### src/rtl/calc_fsm_seq.sv
// calc_fsm_seq: four-mode sequential calculator with debounced buttons, iterative mul/div and BCD output
module calc_fsm_seq_deb #(
    parameter int DEB_CYCLES = 4
) (
    input  logic clock,
    input  logic rst_n,
    input  logic btn,
    output logic press
);
    localparam int CW = $clog2(DEB_CYCLES + 1);
    logic s1, s2, lvl;
    logic [CW-1:0] cnt;
    // two-flop synchroniser, then accept a new level after DEB_CYCLES consecutive differing samples
    always_ff @(posedge clock or negedge rst_n) begin
        if (!rst_n) begin
            s1    <= 1'b1;
            s2    <= 1'b1;
            lvl   <= 1'b1;
            cnt   <= '0;
            press <= 1'b0;
        end else begin
            s1    <= btn;
            s2    <= s1;
            press <= 1'b0;
            if (s2 == lvl) begin
                cnt <= '0;
            end else if (cnt == CW'(DEB_CYCLES - 1)) begin
                lvl   <= s2;
                cnt   <= '0;
                press <= !s2;
            end else begin
                cnt <= cnt + CW'(1);
            end
        end
    end
endmodule

module calc_fsm_seq #(
    parameter int WIDTH      = 4,
    parameter int DIGITS     = 4,
    parameter int DEB_CYCLES = 4
) (
    input  logic                  clock,
    input  logic                  btn_reset,
    input  logic                  btn_modo,
    input  logic                  btn_res,
    input  logic [WIDTH-1:0]      op_a,
    input  logic [WIDTH-1:0]      op_b,
    output logic [3:0]            led_modo,
    output logic                  led_alerta,
    output logic                  busy,
    output logic                  result_valid,
    output logic [4*DIGITS-1:0]   result_bcd
);
    localparam int W2 = 2 * WIDTH;
    localparam int BW = 4 * DIGITS;
    localparam int CW = $clog2(W2 + 1);

    function automatic longint pow10(input int n);
        longint p = 1;
        for (int i = 0; i < n; i++) p = p * 10;
        return p;
    endfunction

    localparam longint MAX_OP = (longint'(1) << WIDTH) - 1;

    generate
        if (pow10(DIGITS) <= MAX_OP * MAX_OP) begin : g_bad_digits
            $error("calc_fsm_seq: DIGITS too small to hold the largest product");
        end
        if (DEB_CYCLES < 2) begin : g_bad_deb
            $error("calc_fsm_seq: DEB_CYCLES must be at least 2");
        end
    endgenerate

    typedef enum logic [1:0] {IDLE, CALC, CONV, DONE} state_t;
    typedef enum logic [1:0] {M_ADD, M_SUB, M_MUL, M_DIV} mode_t;

    state_t            state, state_d;
    mode_t             mode, mode_d, op, op_d;
    logic [WIDTH-1:0]  a_q, a_d, b_q, b_d, rem, rem_d;
    logic [W2-1:0]     acc, acc_d, mc, mc_d, bin, bin_d, val;
    logic [BW-1:0]     bcd, bcd_d, adj, bcd_out_d;
    logic [CW-1:0]     cnt, cnt_d;
    logic              alert, alert_d, led_d, fin, al, ge;
    logic [WIDTH:0]    r;
    logic [BW+W2-1:0]  dd;
    logic              modo_ev, res_ev;

    calc_fsm_seq_deb #(.DEB_CYCLES(DEB_CYCLES)) u_deb_modo (
        .clock (clock),
        .rst_n (btn_reset),
        .btn   (btn_modo),
        .press (modo_ev)
    );

    calc_fsm_seq_deb #(.DEB_CYCLES(DEB_CYCLES)) u_deb_res (
        .clock (clock),
        .rst_n (btn_reset),
        .btn   (btn_res),
        .press (res_ev)
    );

    assign led_modo     = 4'b0001 << mode;
    assign busy         = state != IDLE;
    assign result_valid = state == DONE;

    // next-state and datapath: capture in IDLE, arithmetic in CALC, double-dabble in CONV
    always_comb begin
        state_d   = state;
        mode_d    = mode;
        op_d      = op;
        a_d       = a_q;
        b_d       = b_q;
        rem_d     = rem;
        acc_d     = acc;
        mc_d      = mc;
        bin_d     = bin;
        bcd_d     = bcd;
        cnt_d     = cnt;
        alert_d   = alert;
        bcd_out_d = result_bcd;
        led_d     = led_alerta;
        fin       = 1'b0;
        al        = 1'b0;
        val       = '0;
        r         = {rem, a_q[WIDTH-1]};
        ge        = r >= {1'b0, b_q};
        adj       = bcd;
        for (int i = 0; i < DIGITS; i++)
            adj[4*i +: 4] = bcd[4*i +: 4] >= 4'd5 ? bcd[4*i +: 4] + 4'd3 : bcd[4*i +: 4];
        dd = {adj, bin} << 1;
        case (state)
            IDLE: begin
                if (res_ev) begin
                    a_d     = op_a;
                    b_d     = op_b;
                    op_d    = mode;
                    cnt_d   = '0;
                    acc_d   = '0;
                    rem_d   = '0;
                    mc_d    = W2'(op_a);
                    state_d = CALC;
                end else if (modo_ev) begin
                    mode_d = mode_t'(mode + 2'd1);
                end
            end
            CALC: begin
                case (op)
                    M_ADD: begin
                        fin = 1'b1;
                        val = W2'({1'b0, a_q} + {1'b0, b_q});
                    end
                    M_SUB: begin
                        fin = 1'b1;
                        al  = a_q < b_q;
                        val = W2'(a_q >= b_q ? a_q - b_q : b_q - a_q);
                    end
                    M_MUL: begin
                        if (cnt == CW'(WIDTH)) begin
                            fin = 1'b1;
                            val = acc;
                        end else begin
                            acc_d = b_q[0] ? acc + mc : acc;
                            mc_d  = mc << 1;
                            b_d   = b_q >> 1;
                            cnt_d = cnt + CW'(1);
                        end
                    end
                    default: begin
                        if (b_q == '0) begin
                            fin = 1'b1;
                            al  = 1'b1;
                        end else if (cnt == CW'(WIDTH)) begin
                            fin = 1'b1;
                            val = W2'(a_q);
                        end else begin
                            rem_d = ge ? WIDTH'(r - {1'b0, b_q}) : r[WIDTH-1:0];
                            a_d   = (a_q << 1) | WIDTH'(ge);
                            cnt_d = cnt + CW'(1);
                        end
                    end
                endcase
                if (fin) begin
                    bin_d   = val;
                    alert_d = al;
                    bcd_d   = '0;
                    cnt_d   = '0;
                    state_d = CONV;
                end
            end
            CONV: begin
                bcd_d = dd[BW+W2-1:W2];
                bin_d = dd[W2-1:0];
                cnt_d = cnt + CW'(1);
                if (cnt == CW'(W2 - 1)) begin
                    bcd_out_d = dd[BW+W2-1:W2];
                    led_d     = alert;
                    state_d   = DONE;
                end
            end
            default: state_d = IDLE;
        endcase
    end

    // state and datapath registers; reset is asynchronous so outputs clear without a clock
    always_ff @(posedge clock or negedge btn_reset) begin
        if (!btn_reset) begin
            state      <= IDLE;
            mode       <= M_ADD;
            op         <= M_ADD;
            a_q        <= '0;
            b_q        <= '0;
            rem        <= '0;
            acc        <= '0;
            mc         <= '0;
            bin        <= '0;
            bcd        <= '0;
            cnt        <= '0;
            alert      <= 1'b0;
            result_bcd <= '0;
            led_alerta <= 1'b0;
        end else begin
            state      <= state_d;
            mode       <= mode_d;
            op         <= op_d;
            a_q        <= a_d;
            b_q        <= b_d;
            rem        <= rem_d;
            acc        <= acc_d;
            mc         <= mc_d;
            bin        <= bin_d;
            bcd        <= bcd_d;
            cnt        <= cnt_d;
            alert      <= alert_d;
            result_bcd <= bcd_out_d;
            led_alerta <= led_d;
        end
    end
endmodule

### config.mk
export PLATFORM = sky130hd
export DESIGN_NAME = calc_fsm_seq
export DESIGN_NICKNAME = d
export VERILOG_FILES = /design/src/rtl/calc_fsm_seq.sv
export SDC_FILE = /design/constraint.sdc
export NUM_CORES = 1
export LEC_CHECK = 0
export CORE_MARGIN = 5
export CORE_UTILIZATION = 60
export CTS_CLUSTER_SIZE = 10
export DETAILED_ROUTE_END_ITERATION = 8
export PLACE_DENSITY_LB_ADDON = 0.1
export SLEW_MARGIN = 10
export SYNTH_ARGS = -nofsm -noshare
export SYNTH_HDL_FRONTEND = slang
export SYNTH_SLANG_ARGS = --single-unit
### constraint.sdc
create_clock -name clock -period 2.4 [get_ports clock]
set_input_delay 0.36 -clock clock [delete_from_list [all_inputs] [get_ports clock]]
set_output_delay 0.36 -clock clock [all_outputs]
set_load 0.03 [all_outputs]
==> summary.md <==
The flow ran to the end, and the final reports show no timing, DRC or antenna violations. Net switching is 43.6% of the power. The max-slew violation count was 0. For the final database, setup skew stands at 7.85 ps. Measured on the finished design, the core utilization comes to 69.0%.

Input and output buffers added on the ports amount to 34. The maximum fanout encountered on the critical timing path is 14. In this run the biggest area consumer among cell types represents 40.0% of the synthesized area. Cell internal power was estimated by the tool at 0.00361 W.

Compound-gate portion of the synthesized area: 20.1%. The tools report the number of antenna violations at the first check in global routing as 0. After global routing the overflow that remains totals 0.

CTS built an H-tree with a depth of 3. For the final routed database, the setup TNS stands at 0 ps. Among all stages on the critical path, the largest delay is contributed by sky130_fd_sc_hd__ha_1.

The sequential group share of total power is 34.9%. The number of rows in the core area was 35; the critical path required time was 2660 ps. The tools report the worst-case clock buffer depth as 2. For this run, asynchronously set or reset flops after synthesis account for 100%.

Routability-driven placement finished with a final weighted congestion of 0.873. Synthesis inferred 94 register bits. The average instance in the mapped netlist occupies 9.64 µm². The library cells used most frequently in the layout, excluding fill and tap cells, are sky130_fd_sc_hd__dfrtp_1, sky130_fd_sc_hd__nand2_1, sky130_fd_sc_hd__o21ai_0. Summing every instance area after synthesis gives 5500 µm². In the global route stage, overall resource usage came out at 22.4%. The sum of routed wire length over all layers came out at 12.0 mm. Derived from the worst setup path, the maximum achievable clock frequency is 433 MHz.

For this run, the register share of the synthesized area comes to 42.9%. The y dimension of the die is 106 µm. The tools report the type of destination of the critical path as a register. The via count of the first global-routing pass was 4,452. Layout overhead on the synthesized area: 14.2%. The average routed wire per standard cell was 16.3 µm.

For this design, the sink count on the clock tree is 94. For the antenna diode count, the log shows 0. The number of clock buffers added by TritonCTS is 9. The kind of critical path is reg2reg. The filler cells instantiated in the layout total 727. For this design the total switching power over the nets is 0.00279 W.

The worst hold path belongs to the class reg2reg. The number of hold violations in the final report was 0; the number of enable-type register cells in the synthesized netlist was 0. Summing all non-filler instances in the final layout gives an area of 6290 µm².

For this configuration, the core starts out at a cell density of 60.4%. The clock period minus worst slack is 2310 ps, and the die area is 11,200 µm². Summed over all nets, the half-perimeter wirelength after detailed placement is 9.08 mm. After the first detailed-routing iteration, the DRC count stood at 189. The cell sitting at the root of the clock tree is a sky130_fd_sc_hd__clkbuf_8. Entering global routing, the biggest net connects 51 pins.

Of the post-synthesis cell area, the part taken by muxes is 4.23%. Die width: 106 µm. At the later pin of the worst-skew pair, clock insertion delay measures 350 ps.

Summing the areas of all and, or, nand and nor instances in the mapped netlist gives 14.8% of the synthesized area. TritonCTS built the clock tree. The vias after detailed routing came out at 4,328.

In the post-synthesis netlist, the biggest area contributors are sky130_fd_sc_hd__dfrtp_1, sky130_fd_sc_hd__ha_1, sky130_fd_sc_hd__nand2_1. Combinational logic burns 49.8% of the power. The clock network burns 15.3% of the power.

The cell type with the highest aggregate area in the netlist was sky130_fd_sc_hd__dfrtp_1. Setup repair after global routing left no endpoint under its margin. The most common library cell in the layout ignoring fill and taps was sky130_fd_sc_hd__dfrtp_1.

STA classifies the critical path startpoint as a register. Dividing total power by cell area gives a power density of 1020 nW/µm². Final hold analysis gives a worst-case slack of 360 ps.

The adder-cell area share of the yosys netlist came out at 11.6%. Traced cell by cell, the critical path runs through ha_1 > nand2_1 > o21ai_0 > mux2i_1 > nor2_1 > a211oi_1. The post-detailed-route via-to-cell ratio is 5.89, and the number of nets with antenna violations after detailed routing is 0. The final critical path takes up 96.2% of the cycle. The core region is 9110 µm².

For this run, design rule violations remaining after detail routing come to 0. The run gives 2.78 nW as the static power due to leakage. In this run the cell area measured after placement is 6060 µm².

Counting instances, the worst hold path has a depth of 0. In the synthesized netlist, the number of instances is 571. By area, the combinational part of the netlist is dominated by compound AO/OA/AOI/OAI gates. Counting every net in the synthesized netlist gives 631.

The global-route wire length before repair is 20.7 mm, and the number of warning messages in the yosys log is 0. The number of maximum-capacitance constraint violations is 0, and the share of post-route cells with drive strength above 1 is 9.94%. In this run the tightest slew margin relative to its limit is 60.5%. The number of nets in the finished design came out at 679. The share of the synthesized netlist area taken by xor and xnor gates came out at 2.07%. The worst register-to-register path has a depth of 6. For the pin with the worst max-slew slack, the measured transition is 588 ps. The commonest register cell after synthesis was sky130_fd_sc_hd__dfrtp_1. Setup violations remaining at the end of the flow were counted as 0. Highest ir drop seen on vdd: 509 µV. The number of different library cells used by synthesis comes to 65. The stage delay of the slowest cell on the critical path was 590 ps; the arrival time at the worst endpoint was 2560 ps. 35 I/O pins were placed. The clock-pin slew reported for the worst setup and hold paths after clock tree synthesis is 90 ps, and the first-pass iteration count of the detailed router is 5.
## metal layers
layer  track usage, %  up-vias  part of all wire (%)
met1             28.5     2071                    45
met2             39.9       95                    50
li1                 -     2140                     -
met4             6.94        0                   1.9
met3             2.76       22                   3.1
met5                0        -                     0
## power by group through the flow
stage / Sequential (W) / Clock [W] / Combinational, W
3_5_place_dp: 0.00226 / 0 / 0.00316
3_3_place_gp: 0.00223 / 0 / 0.00303
2_1_floorplan: 0.00219 / 0 / 0.00233
6_report: 0.00223 / 0.000981 / 0.00318
5_1_grt: 0.00228 / 0.00107 / 0.00355
4_1_cts: 0.00223 / 0.00101 / 0.00317
## metrics by stage
stage | power [W] | setup slack (ps) | instances
after floorplan | 0.00452 | 342 | 571
after global placement | 0.00526 | 172 | 715
after detailed placement | 0.00542 | 81.3 | 715
after CTS | 0.00641 | 30.9 | 732
after global routing | 0.00691 | 12.3 | 735
final | 0.00640 | 92.2 | 735
## repair_timing
item	in CTS	in global routing
buffers inserted	0	3
resized for setup	0	3
hold buffers	1	0
hold endpoints to repair	20	0
setup endpoints to repair	0	5
## cells by family (layout without fill, tap and decap cells)
kind of cell | Yosys count | after routing
AOI/OAI and AO/OA | 170 | 170
xor gates and xnor gates | 13 | 13
adders and majority gates | 48 | 48
buffers and inverters | 62 | 115
DFF | 94 | 94
muxes | 22 | 22
and+or+nand+nor | 162 | 162
## cells in the mapped netlist, types with 2 or more instances
master                      number
sky130_fd_sc_hd__dfrtp_1        88
sky130_fd_sc_hd__dfstp_2         6
sky130_fd_sc_hd__clkinv_1        3
sky130_fd_sc_hd__nand2b_1       10
sky130_fd_sc_hd__a21oi_1        41
sky130_fd_sc_hd__a2111oi_0       2
sky130_fd_sc_hd__nor2b_1        10
sky130_fd_sc_hd__a222oi_1        2
sky130_fd_sc_hd__clkbuf_1       14
sky130_fd_sc_hd__o211ai_1        3
sky130_fd_sc_hd__o21bai_1        4
sky130_fd_sc_hd__a221o_1         4
sky130_fd_sc_hd__xnor2_1        12
sky130_fd_sc_hd__inv_1          39
sky130_fd_sc_hd__and2_1          3
sky130_fd_sc_hd__and3b_1         4
sky130_fd_sc_hd__nor2_1         23
sky130_fd_sc_hd__o22ai_1        14
sky130_fd_sc_hd__and3_1          4
sky130_fd_sc_hd__nor4_1          2
sky130_fd_sc_hd__o21ai_0        46
sky130_fd_sc_hd__o31ai_1         5
sky130_fd_sc_hd__nand4_1         2
sky130_fd_sc_hd__fa_1            5
sky130_fd_sc_hd__a21o_1          5
sky130_fd_sc_hd__buf_2           4
sky130_fd_sc_hd__mux2_2         10
sky130_fd_sc_hd__or4_1           2
sky130_fd_sc_hd__a22o_1          5
sky130_fd_sc_hd__o21ai_2         2
sky130_fd_sc_hd__nor3_1          6
sky130_fd_sc_hd__nand3_1        13
sky130_fd_sc_hd__o21ai_1         3
sky130_fd_sc_hd__nand2_1        63
sky130_fd_sc_hd__nand3b_1        2
sky130_fd_sc_hd__a211oi_1       15
sky130_fd_sc_hd__nor3b_1        14
sky130_fd_sc_hd__mux2i_1        12
sky130_fd_sc_hd__ha_1           43
## cell type report
| class | count | area, µm² | area share [%] |
|---|---|---|---|
| clock buffer | 11 | 141 | 2.25 |
| multi-input combinational | 415 | 2910 | 46.2 |
| clock inverter | 5 | 41.3 | 0.657 |
| timing repair buffer | 57 | 541 | 8.60 |
| sequential | 94 | 2360 | 37.5 |
| tap | 111 | 139 | 2.21 |
| inverter | 42 | 158 | 2.51 |
## critical path: cells and delay by family (launching register included)
kind                     cells  cell delay [ps]
AO/OA/AOI/OAI                2              590
flip-flops                   1              470
AND/OR/NAND/NOR              2              250
multiplexers                 1              330
adder cells (fa/ha/maj)      1              590
## state kept, by name, summed over array words and instances, names as in the netlist, 2 cells and up
signal	count
b_q	4
op	2
u_deb_modo.cnt	3
acc	8
rem	4
state	2
a_q	4
mode	2
mc	8
bin	8
result_bcd	16
u_deb_res.cnt	3
bcd	16
cnt	4
## worst paths after layout
path | from | end | slack [ps]
setup / recovery | b_q[2] | bin[6] | 90
hold / removal | u_deb_res.s1 | u_deb_res.s2 | 360
setup reg to reg | b_q[2] | bin[6] | 90
hold reg to reg | u_deb_res.s1 | u_deb_res.s2 | 360
max in group asynchronous | btn_reset | alert | 1370
min in group asynchronous | btn_reset | result_bcd[1] | 430
Note: power is estimated with default switching activity, not from simulation.
